`config.mk`:
```
export PLATFORM = sky130hd
export DESIGN_NAME = regfile_write_arbiter
export DESIGN_NICKNAME = d
export VERILOG_FILES = /design/src/rtl/regfile_write_arbiter.sv
export SDC_FILE = /design/constraint.sdc
export NUM_CORES = 1
export LEC_CHECK = 0
export ABC_AREA = 1
export BUFFER_PORTS_ARGS = -buffer_cell sky130_fd_sc_hd__buf_2
export CAP_MARGIN = 25
export CORE_AREA = 5 5 138 140
export DETAILED_ROUTE_END_ITERATION = 8
export DIE_AREA = 0 0 143 145
export GPL_ROUTABILITY_DRIVEN = 0
export PLACE_DENSITY = 0.62
export RECOVER_POWER = 100
export SLEW_MARGIN = 20
export SYNTH_ARGS = -nofsm -noshare
export SYNTH_HDL_FRONTEND = slang
export SYNTH_SLANG_ARGS = --single-unit
```
`constraint.sdc`:
```
create_clock -name clk -period 4.2 [get_ports clk]
set_clock_uncertainty 0.05 [all_clocks]
set_input_delay 0.42 -clock clk [delete_from_list [all_inputs] [get_ports clk]]
set_output_delay 0.42 -clock clk [all_outputs]
set_load 0.02 [all_outputs]
```
`src/rtl/regfile_write_arbiter.sv`:
```
// Round-robin arbiter sharing one register-file write port between NUM_REQ
// requesters, with a single registered write stage that can be stalled.
module regfile_write_arbiter #(
    parameter int NUM_REQ  = 4,
    parameter int ADDR_W   = 5,
    parameter int DATA_W   = 64,
    parameter int ZERO_REG = 31,
    parameter int SRC_W    = $clog2(NUM_REQ)
) (
    input  logic                      clk,
    input  logic                      rst_n,
    input  logic [NUM_REQ-1:0]        req_valid,
    input  logic [NUM_REQ*ADDR_W-1:0] req_addr,
    input  logic [NUM_REQ*DATA_W-1:0] req_data,
    output logic [NUM_REQ-1:0]        req_ready,
    input  logic                      wr_stall,
    output logic                      wr_en,
    output logic [ADDR_W-1:0]         wr_addr,
    output logic [DATA_W-1:0]         wr_data,
    output logic [SRC_W-1:0]          wr_src
);

    logic [ADDR_W-1:0] addr_arr [NUM_REQ];
    logic [DATA_W-1:0] data_arr [NUM_REQ];

    logic              wr_en_reg;
    logic [ADDR_W-1:0] wr_addr_reg;
    logic [DATA_W-1:0] wr_data_reg;
    logic [SRC_W-1:0]  wr_src_reg;
    logic [SRC_W-1:0]  rr_ptr_reg;

    logic              adv;
    logic              any_valid;
    logic              grant_en;
    logic [SRC_W-1:0]  winner;
    logic [SRC_W-1:0]  cand;

    assign adv       = ~wr_en_reg | ~wr_stall;
    assign any_valid = |req_valid;
    // rst_n gates the grant so no requester is handshaken while reset is held.
    assign grant_en  = rst_n & adv & any_valid;

    genvar gi;
    generate
        for (gi = 0; gi < NUM_REQ; gi++) begin : g_req
            assign addr_arr[gi]  = req_addr[gi*ADDR_W +: ADDR_W];
            assign data_arr[gi]  = req_data[gi*DATA_W +: DATA_W];
            assign req_ready[gi] = grant_en & (winner == SRC_W'(gi)) & req_valid[gi];
        end
    endgenerate

    // Scan from the farthest candidate back to rr_ptr so the last hit wins;
    // the index wraps naturally because NUM_REQ is a power of two.
    always_comb begin
        winner = '0;
        cand   = '0;
        for (int k = NUM_REQ - 1; k >= 0; k--) begin
            cand = rr_ptr_reg + SRC_W'(k);
            if (req_valid[cand]) begin
                winner = cand;
            end
        end
    end

    always_ff @(posedge clk or negedge rst_n) begin
        if (!rst_n) begin
            wr_en_reg   <= 1'b0;
            wr_addr_reg <= '0;
            wr_data_reg <= '0;
            wr_src_reg  <= '0;
            rr_ptr_reg  <= '0;
        end else if (adv) begin
            if (any_valid) begin
                wr_src_reg  <= winner;
                wr_addr_reg <= addr_arr[winner];
                wr_data_reg <= data_arr[winner];
                // Writes to the hardwired-zero register are accepted but dropped.
                wr_en_reg   <= (addr_arr[winner] != ADDR_W'(ZERO_REG));
                rr_ptr_reg  <= winner + SRC_W'(1);
            end else begin
                wr_en_reg <= 1'b0;
            end
        end
    end

    assign wr_en   = wr_en_reg;
    assign wr_addr = wr_addr_reg;
    assign wr_data = wr_data_reg;
    assign wr_src  = wr_src_reg;

endmodule

```
==> summary.txt, run 1 <==
Setup path
  • CP Class: flop to output pin
  • Critical path required time: 3.73 ns
  • Critical Path Fanout Max: 66
  • Crit. End Element: output pin
  • Data arrival, critical path: between 3 and 4 ns
  • Critical Path Source Type: flop
  • R2R cell count: 10

Logic synthesis
  • Synth Area in Adders: 0.009785
  • Avg Cell Area, Syn: 7.174 um^2
  • Ys flop type: dfrtp_1
  • Post-synth ARST share: 1.000
  • Post-synthesis instance total: 713
  • Most numerous cell in the Yosys netlist: nor2_1
  • Top cells by count, synth: 204 x nor2_1, 86 x o21ai_1, 74 x dfrtp_1
  • Yosys top cell by area: dfrtp_1
  • EDFF count, synth: 0
  • Synth top area share: 0.3620
  • Fraction of the mapped netlist area in compound gates: 0.3070
  • Largest family of logic cells by synthesized area: compound AO/OA/AOI/OAI gates
  • Netlist cell types: 25
  • Synth Cell Area: just over 5000 um^2
  • #FFs+latches synth: 74
  • Top post-synthesis cells by area: dfrtp_1 36%, nor2_1 15%, o21bai_1 9.2%, o21ai_1 8.4%, a31oi_1 8.1%
  • Synth Warn #: 0
  • Mux contribution to synthesized area: 0
  • Post-Synth XOR/XNOR Area: 0
  • Post-synth net total: 1000
  • Register area share after synthesis: 0.3620
  • Post-Synth Simple-Gate Area: 0.2263

Global routing
  • GRT Util Overall: 0.1781
  • Largest net degree at the start of global routing: 74
  • Gr busiest metal: met2
  • Met3 Resource Use GR: 0.05331
  • Initial antenna violation count: 0
  • M1 GR Usage: 0.2026
  • Global-route wire length before repair: 30120 um
  • GR Overflow Total: 0
  • Met2 Usage GRT: 0.3118
  • Vias in the first global route: around 6000

Pwr
  • VDD IR-drop max: approximately 380 uV
  • PnR Total Power: 6734 uW
  • P_leak: 0.003376 uW
  • PD cells: 945.3 nW/um^2

Floorplan
  • Die width: approximately 140 um
  • Row Count: a little under 50
  • Chip height: approximately 150 um
  • Boundary Pins: roughly 360
  • Die area: slightly above 20000 um^2
  • Starting Density: 0.2887
  • Core Area: 17720 um^2

STA
  • Worst-Margin Slew: slightly above 2 ns
  • FMAX: 0.2679 GHz
  • Clock period minus worst slack: between 3 and 4 ns
  • PnR worst setup slack: roughly 0.47 ns
  • Tcrit/Tclk final: 0.8889
  • Slew HR: -0.3742
  • Setup TNS: 0 ns
  • Final setup fails: 0
  • Final count of hold timing violations: 0
  • Final Max Tran Viols: between 60 and 70
  • RSZ-0062 raised after global routing: no

Clocking
  • CTS Buffer Depth: 2
  • Clk Latency, worst-skew pair: between 0.3 and 0.4 ns
  • Number of gates resized after cts: 0
  • Clk pin slew, worst setup/hold paths: about 0.06 ns
  • Number of clock sinks: 74
  • Total CTS buffers: 9
  • H-tree depth: 3
  • Clock root buffer: clkbuf_16
  • Setup bufs post-CTS: 0
  • CTS tree: yes
  • Hold buffer count at CTS: 0

Run
  • Max Cap Viol: 2

Detailed routing
  • DR vias: a little over 6000
  • Routed WL per cell: roughly 15 um
  • Post-DR vias/cell: around 4.8
  • Residual DRC: 0
  • Overall routed net length: a little under 20000 um
  • Detailed Routing Iterations Pass 1: 6
  • Antenna viol nets, final: 0
  • Iter 0 DRT Violations: around 310

Status
  • Status: complete, but fails checks
  • Failing checks: capacitance limit, slew limit

Finish
  • Area Overhead vs Synth: 39.26%
  • Layout cells sized above 1: 0.3049
  • Final core occ: 0.4020
  • Nets: between 1000 and 1500
  • # diodes: 0
  • Flip-flop count of the largest register after layout: 64

Worst hold path
  • Hold Crit Depth: 3
  • Tightest Hold Check Type: input pin to flop

Placement
  • Place WS: approximately 0.8 ns
  • PortBufs: ~360
  • DPL Wire Length: between 15000 and 20000 um
cell type report:
type / instances / area, um^2
Timing Repair Buffer: 365 / 1780
Inverter: 27 / 108.9
Sequential cell: 74 / 1852
Fill cell: 1953 / 10600
Multi-Input combinational cell: 551 / 2775
Tap cell: 229 / 286.5
Clock buffer: 11 / 242.7
Clock inverter: 5 / 77.57
placed cells by master (no fill, tap or decap), types with 2 or more instances in the layout:
cell,n
a31oi_1,66
buf_12,3
buf_2,283
bufinv_16,2
clkbuf_1,76
clkbuf_16,9
clkbuf_2,3
clkinv_2,2
dfrtp_1,74
ha_1,4
inv_1,22
inv_2,2
inv_4,3
nand2_1,45
nand2_2,2
nand2_4,2
nand3_1,22
nand3b_1,7
nor2_1,204
o211ai_1,3
o21ai_0,68
o21ai_1,59
o21bai_1,63
o221ai_1,3
cells by family after synthesis:
family	after synthesis
DFF	74
adders and majority gates	4
and+or+nand+nor	285
AOI/OAI and AO/OA	262
buffers and inverters	88
routing by layer:
metal,vias to the layer above,routed length [um]
li1,3066,-
met1,2717,7743
met2,258,9379
met3,27,1883
met4,0,472
met5,-,0
metrics by stage:
step,std cells,area (um^2),hold WS [ns]
3_5_place_dp,1246,6922,0.3758
6_report,1262,7123,0.3078
3_3_place_gp,1246,6922,0.3721
2_1_floorplan,713,5115,0.07441
4_1_cts,1262,7242,0.008689
5_1_grt,1262,7123,0.3207
critical path, stage by stage (launching register included):
cell and delay (ns):
dfrtp_1 0.51, inv_4 0.09, nand2_1 0.11, nand3_2 0.10, nand2_1 0.09, inv_2 0.05, nand3_1 0.37, nand2_4 0.36
inv_4 0.61, ha_1 0.25, nand2_1 0.05, nor2_1 0.09, buf_2 0.18
power by group:
part | leakage (uW) | switching (uW) | internal (uW) | total, uW
combinational | 0.00239 | 3050 | 1550 | 4600
sequential | 0.000830 | 205 | 1090 | 1300
clock | 0.000156 | 297 | 535 | 831
total | 0.00338 | 3550 | 3180 | 6730
worst paths after layout:
path	end	startpoint	slack, ns
min in group asynchronous	wr_data[3]$_DFFE_PN0P_	rst_n	0.63
max in group asynchronous	wr_data[38]$_DFFE_PN0P_	rst_n	1.55
hold reg to reg	wr_data[9]$_DFFE_PN0P_	wr_data[9]$_DFFE_PN0P_	0.45
setup reg to reg	wr_data[59]$_DFFE_PN0P_	rr_ptr_reg[0]$_DFFE_PN0P_	0.85
setup / recovery	req_ready[0]	rr_ptr_reg[0]$_DFFE_PN0P_	0.47
hold / removal	wr_en$_DFFE_PN0N_	wr_stall	0.31
No activity file was read; power rests on OpenSTA's default activity.
==> run 2, diff against run 1 <==
--- a/config.mk
+++ b/config.mk
@@ -5,14 +5,12 @@
 export SDC_FILE = /design/constraint.sdc
 export NUM_CORES = 1
 export LEC_CHECK = 0
-export ABC_AREA = 1
 export BUFFER_PORTS_ARGS = -buffer_cell sky130_fd_sc_hd__buf_2
 export CAP_MARGIN = 25
-export CORE_AREA = 5 5 138 140
+export CORE_AREA = 5 5 136 138
 export DETAILED_ROUTE_END_ITERATION = 8
-export DIE_AREA = 0 0 143 145
+export DIE_AREA = 0 0 141 143
 export GPL_ROUTABILITY_DRIVEN = 0
-export PLACE_DENSITY = 0.62
 export RECOVER_POWER = 100
 export SLEW_MARGIN = 20
 export SYNTH_ARGS = -nofsm -noshare
==> run 2 against run 1 <==
The run still ends with capacitance limit, slew limit left. Worst setup slack gained 0.53 ns. Clock power grew 7.5%. Total power shrank 30%. First-iteration DRC count shrank 7.5%. Largest cell class unchanged. Largest power group unchanged.
==> summary.txt, run 2 <==
Clocking
  • Hold buffer count at CTS: 0
  • Number of clock sinks: 74
  • H-tree depth: 3
  • CTS Buffer Depth: 2
  • Clk pin slew, worst setup/hold paths: around 0.060 ns
  • Number of gates resized after cts: 0
  • CTS tree: yes
  • Clk Latency, worst-skew pair: 0.33 ns
  • Total CTS buffers: 9
  • Setup bufs post-CTS: 0
  • Clock root buffer: clkbuf_16

Detailed routing
  • Routed WL per cell: around 14 um
  • Iter 0 DRT Violations: between 200 and 300
  • Antenna viol nets, final: 0
  • Post-DR vias/cell: around 4.6
  • Residual DRC: 0
  • Detailed Routing Iterations Pass 1: 4
  • Overall routed net length: between 15000 and 20000 um
  • DR vias: slightly above 6000

Setup path
  • Data arrival, critical path: approximately 3.4 ns
  • Critical path required time: ~4.4 ns
  • Crit. End Element: flop
  • Critical Path Fanout Max: 80
  • R2R setup slack: approximately 1.1 ns
  • Critical Path Source Type: input pin
  • CP Class: input pin to flop

Logic synthesis
  • Synth Cell Area: ~5000 um^2
  • Post-synthesis instance total: approximately 800
  • Avg Cell Area, Syn: around 6.4 um^2
  • Synth top area share: 0.3699
  • #FFs+latches synth: 74
  • Top post-synthesis cells by area: dfrtp_1 37%, nand2_1 31%, o21ai_1 8.7%, nand3_1 6.4%, o21ai_0 4.8%
  • Synth Warn #: 0
  • Ys flop type: dfrtp_1
  • EDFF count, synth: 0
  • Post-synth net total: around 1100
  • Netlist cell types: 27
  • Most numerous cell in the Yosys netlist: nand2_1
  • Register area share after synthesis: 0.3699
  • Post-synth ARST share: 1.000
  • Top cells by count, synth: 407 x nand2_1, 87 x o21ai_1, 74 x dfrtp_1
  • Yosys top cell by area: dfrtp_1

Global routing
  • Global-route wire length before repair: just under 30000 um
  • GR Overflow Total: 0
  • GRT Util Overall: 0.1808
  • Largest net degree at the start of global routing: 81
  • Initial antenna violation count: 2
  • Vias in the first global route: ~5700

Floorplan
  • Starting Density: 0.2935
  • Die area: 20160 um^2
  • Chip height: around 140 um
  • Core Area: between 15000 and 20000 um^2
  • Row Count: between 40 and 50
  • Boundary Pins: 359
  • Die width: approximately 140 um

STA
  • Final count of hold timing violations: 0
  • RSZ-0062 raised after global routing: no
  • Tcrit/Tclk final: 0.7616
  • FMAX: 0.3126 GHz
  • Final Max Tran Viols: roughly 120
  • Slew HR: -0.5129
  • Clock period minus worst slack: 3.199 ns
  • Worst-Margin Slew: around 2.3 ns
  • Setup TNS: 0 ns
  • Final setup fails: 0

Placement
  • PortBufs: 358
  • DPL Wire Length: 14810 um

Finish
  • Filler Cells Inserted: around 1900
  • Area Overhead vs Synth: 41.76%
  • Nets: roughly 1400
  • Layout cells sized above 1: 0.2840
  • Flip-flop count of the largest register after layout: 64
  • Most frequent cells in the layout: 408 x nand2_1, 283 x buf_2, 97 x o21ai_0, 75 x clkbuf_1, 74 x dfrtp_1
  • Most common cell after layout, fill and taps aside: nand2_1

Pwr
  • PD cells: between 600 and 700 nW/um^2
  • VDD IR-drop max: about 260 uV
  • PnR Total Power: between 4000 and 5000 uW
  • P_leak: between 0.003 and 0.004 uW

Worst hold path
  • Tightest Hold Check Type: input pin to flop

Status
  • Status: complete, but fails checks
  • Failing checks: capacitance limit, slew limit

Run
  • Max Cap Viol: 2
[run 2: changes by cell type after synthesis, moves of 7 or more]
cell,delta
nand3b_1,-7
buf_2,+10
o21bai_1,-63
nor2_1,-201
nand2_1,+363
nand3_1,+43
a31oi_1,-65
o21ai_0,+7
inv_1,-22
[run 2: path summary, 6_finish.rpt]
path	cells past startpoint	endpoint	startpoint
setup / recovery	6	wr_data[36]$_DFFE_PN0P_	req_valid[1]
hold / removal	3	wr_en$_DFFE_PN0N_	wr_stall
setup reg to reg	7	wr_en$_DFFE_PN0N_	rr_ptr_reg[1]$_DFFE_PN0P_
hold reg to reg	2	wr_data[45]$_DFFE_PN0P_	wr_data[45]$_DFFE_PN0P_
max in group asynchronous	2	wr_data[44]$_DFFE_PN0P_	rst_n
min in group asynchronous	2	wr_data[2]$_DFFE_PN0P_	rst_n
[run 2: cell families after synthesis]
family / Yosys count / share of synthesized area
compound gates: 149 / 0.1575
fa+ha+maj: 4 / 0.009998
mux: 3 / 0.006748
buf+inv: 62 / 0.06698
simple gates: 488 / 0.3889
flops: 74 / 0.3699
[run 2: layer usage]
| layer | up-vias | global-route usage | share of wire |
|---|---|---|---|
| met5 | - | 0 | 0 |
| met4 | 0 | 0.07394 | 0.024 |
| met3 | 31 | 0.03985 | 0.071 |
| met2 | 228 | 0.3160 | 0.50 |
| met1 | 2711 | 0.2160 | 0.40 |
| li1 | 3168 | - | - |
[run 2: through the flow]
stage | cells | utilization | cell area (um^2) | setup slack [ns] | hold slack [ns]
2_1_floorplan | 780 | - | 5006 | 1.948 | 0.07441
6_report | 1330 | 0.4161 | 7097 | 1.001 | 0.3659
5_1_grt | 1329 | 0.4159 | 7094 | 0.7028 | 0.3837
3_5_place_dp | 1311 | 0.4007 | 6835 | 1.456 | 0.4149
4_1_cts | 1326 | 0.4208 | 7177 | 1.345 | 0.3187
3_3_place_gp | 1311 | 0.4007 | 6835 | 1.479 | 0.4083
[run 2: worst max-delay path, cell delays in order]
cell and delay (ns):
buf_2 0.12, or2_2 0.32, or3_1 0.35, nand2_1 1.63, buf_12 0.33, o21ai_0 0.15
[run 2: final cells by class]
class                   instances  area [um^2]  share of cell area
multi-input cells             644         2816              0.3969
flip-flops and latches         74         1852              0.2609
repair buffers                367         1788              0.2519
well taps                     225        281.5             0.03967
clock buffers                  10        239.0             0.03367
clock inverters                 5        102.6             0.01446
inverters                       2        10.01            0.001410
diodes                          3        7.507            0.001058
[run 2: power breakdown]
part           switching [uW]  total [uW]  internal (uW)  leakage (uW)
Clock                     301         893            592      0.000165
Combinational            1770        2540            771       0.00271
Sequential                186        1250           1070      0.000892
Total                    2260        4690           2430       0.00377
==> run 3, diff against run 2 <==
==> constraint.sdc (replaced) <==
create_clock -name clk -period 2.9 [get_ports clk]
set_clock_uncertainty 0.05 [all_clocks]
set_input_delay 0.29 -clock clk [delete_from_list [all_inputs] [get_ports clk]]
set_output_delay 0.29 -clock clk [all_outputs]
set_load 0.02 [all_outputs]
==> run 3 against run 2 <==
The run now ends clean. Wire length fell by 0.22%. Largest cell class unchanged. Cell count increased by 0.45%. Critical path type is now flop to output pin. Combinational power is 46% higher. Critical endpoint is now req_ready[0]. Design area shrank 0.18%.
==> summary.txt, run 3 (synthesis gave the netlist of run 2 again) <==
STA
  • Worst-Margin Slew: approximately 1.2 ns
  • Final Max Tran Viols: 0
  • Clock period minus worst slack: 2.565 ns
  • Setup TNS: 0 ns
  • FMAX: 0.3899 GHz
  • Slew HR: 0.2263
  • Tcrit/Tclk final: 0.8845
  • RSZ-0062 raised after global routing: no
  • Final count of hold timing violations: 0
  • Final setup fails: 0

Finish
  • Area Overhead vs Synth: 41.51%
  • Flip-flop count of the largest register after layout: 64
  • Final core occ: 0.4153
  • Nets: approximately 1400
  • Layout cells sized above 1: 0.2883
  • Most frequent cells in the layout: 407 x nand2_1, 284 x buf_2, 95 x o21ai_0, 77 x clkbuf_1, 74 x dfrtp_1
  • Most common cell after layout, fill and taps aside: nand2_1
  • Final instance area: a little over 7000 um^2

Pwr
  • NetSw: between 3000 and 4000 uW
  • Clock power share: 0.155
  • Sequential power share: 0.278
  • Gate power share: 0.567
  • PD cells: 921.0 nW/um^2
  • Internal power: about 3300 uW
  • Sw Ratio: 0.4949
  • PnR Total Power: ~6500 uW
  • VDD IR-drop max: 318.1 uV
  • P_leak: 0.003780 uW

Clocking
  • Clk Latency, worst-skew pair: ~0.32 ns
  • Hold buffer count at CTS: 1
  • Total CTS buffers: 9
  • Number of gates resized after cts: 0
  • Number of clock sinks: between 70 and 80
  • CTS tree: yes
  • H-tree depth: 3
  • Clock root buffer: clkbuf_16
  • CTS Buffer Depth: 2
  • Clk pin slew, worst setup/hold paths: about 0.060 ns
  • Setup bufs post-CTS: 0

Setup path
  • R2R cell count: 8
  • R2R setup slack: about 0.37 ns
  • Cells along the critical path: nor2b_1, nor2b_1, o211a_4, inv_4, ha_1, and3_1, clkbuf_1
  • Critical Path Fanout Max: 36
  • Critical path required time: 2.56 ns
  • Crit. End Element: output pin
  • Largest delay contributor family on the critical path: buffers and inverters
  • CP Class: flop to output pin
  • Buffers & Inverters on Critical Path: 2
  • RR Endpoint: wr_data[59]$_DFFE_PN0P_
  • Most used cell, CP: nor2b_1
  • RR Startpoint: rr_ptr_reg[0]$_DFFE_PN0P_
  • Slowest stage cell, crit path: dfrtp_1
  • Critical Path Source Type: flop
  • Critical Path Max Stage Delay: ~0.39 ns
  • Data arrival, critical path: about 2.2 ns

Detailed routing
  • Routed WL per cell: 14.38 um
  • Detailed Routing Iterations Pass 1: 4
  • Overall routed net length: just under 20000 um
  • Antenna viol nets, final: 0
  • Iter 0 DRT Violations: roughly 300
  • Post-DR vias/cell: 4.524
  • Residual DRC: 0
  • DR vias: 6044

Floorplan
  • Row Count: 48
  • Chip height: around 140 um
  • Starting Density: 0.2935
  • Core Area: between 15000 and 20000 um^2
  • Die width: between 100 and 150 um
  • Die area: between 20000 and 25000 um^2
  • Boundary Pins: between 300 and 400

Global routing
  • Initial antenna violation count: 1
  • Vias in the first global route: slightly below 6000
  • GRT Util Overall: 0.1830
  • Largest net degree at the start of global routing: 71
  • GR Overflow Total: 0
  • Global-route wire length before repair: 29580 um

Placement
  • PortBufs: about 360
  • Placed cell area: around 6900 um^2
  • DPL Wire Length: around 15000 um

Run
  • Max Cap Viol: 0

Worst hold path
  • Hold EP: wr_data[59]$_DFFE_PN0P_
  • Hold Crit Depth: 5
  • Hold path start: req_data[123]
  • Tightest Hold Check Type: input pin to flop

Status
  • Status: complete, no violations
[run 3: cell count changes in the layout (fill, tap and decap cells not counted), sizes merged]
| cell | before | now |
|---|---|---|
| diode | 3 | 1 |
| buf | 290 | 295 |
| dlygate4sd3 | 0 | 1 |
| bufinv | 3 | 0 |
| clkbuf | 87 | 91 |
| clkinv | 1 | 3 |
| clkinvlp | 1 | 0 |
[run 3: worst max path at each step]
stage / endpoint / cells past startpoint / start / slack [ns]
global placement: wr_en$_DFFE_PN0N_ / 9 / req_valid[2] / 0.56
finish: req_ready[0] / 7 / rr_ptr_reg[0]$_DFFE_PN0P_ / 0.33
floorplan: req_ready[2] / 7 / rr_ptr_reg[1]$_DFFE_PN0P_ / 0.87
global route: wr_data[2]$_DFFE_PN0P_ / 8 / rr_ptr_reg[0]$_DFFE_PN0P_ / 0.10
CTS: req_ready[2] / 7 / rr_ptr_reg[0]$_DFFE_PN0P_ / 0.33
detailed placement: wr_en$_DFFE_PN0N_ / 9 / req_valid[2] / 0.45
[run 3: power by group through the flow]
stage,sequential [uW],combinational [uW],clock [uW]
floorplan,2450,2110,0
global placement,1790,3970,0
detailed placement,1810,3990,0
CTS,1800,3990,1050
global route,1880,4190,1110
finish,1810,3700,1010
[run 3: layer usage]
layer / track usage / up-vias / wire length (um)
li1: - / 3181 / -
met1: 0.2158 / 2629 / 7614
met2: 0.3221 / 209 / 9661
met3: 0.05258 / 23 / 1560
met4: 0.05864 / 2 / 359
met5: 0 / - / 14
[run 3: area by class of cell]
| class | count | area, um^2 |
|---|---|---|
| fillers | 1901 | 9972 |
| repair buffers | 374 | 1849 |
| inverters | 2 | 10.01 |
| clock buffers | 13 | 250.2 |
| multi-input cells | 644 | 2824 |
| well taps | 225 | 281.5 |
| diodes | 1 | 2.502 |
| flip-flops and latches | 74 | 1852 |
| clock inverters | 3 | 15.01 |
[run 3: stage by stage]
stage | worst slack, ns | hold slack [ns] | instances
floorplan | 0.8737 | -0.05559 | 780
global route | 0.1034 | 0.2718 | 1335
global placement | 0.5607 | 0.2027 | 1318
CTS | 0.3289 | 0.2511 | 1335
finish | 0.3349 | 0.2683 | 1336
detailed placement | 0.4498 | 0.2036 | 1318
[run 3: worst register-to-register path, delay by kind of cell, from the launching register on]
kind | cells | cell delay [ns]
AOI/OAI and AO/OA | 4 | 0.75
buffers and inverters | 1 | 0.84
and+or+nand+nor | 3 | 0.47
DFF | 1 | 0.36
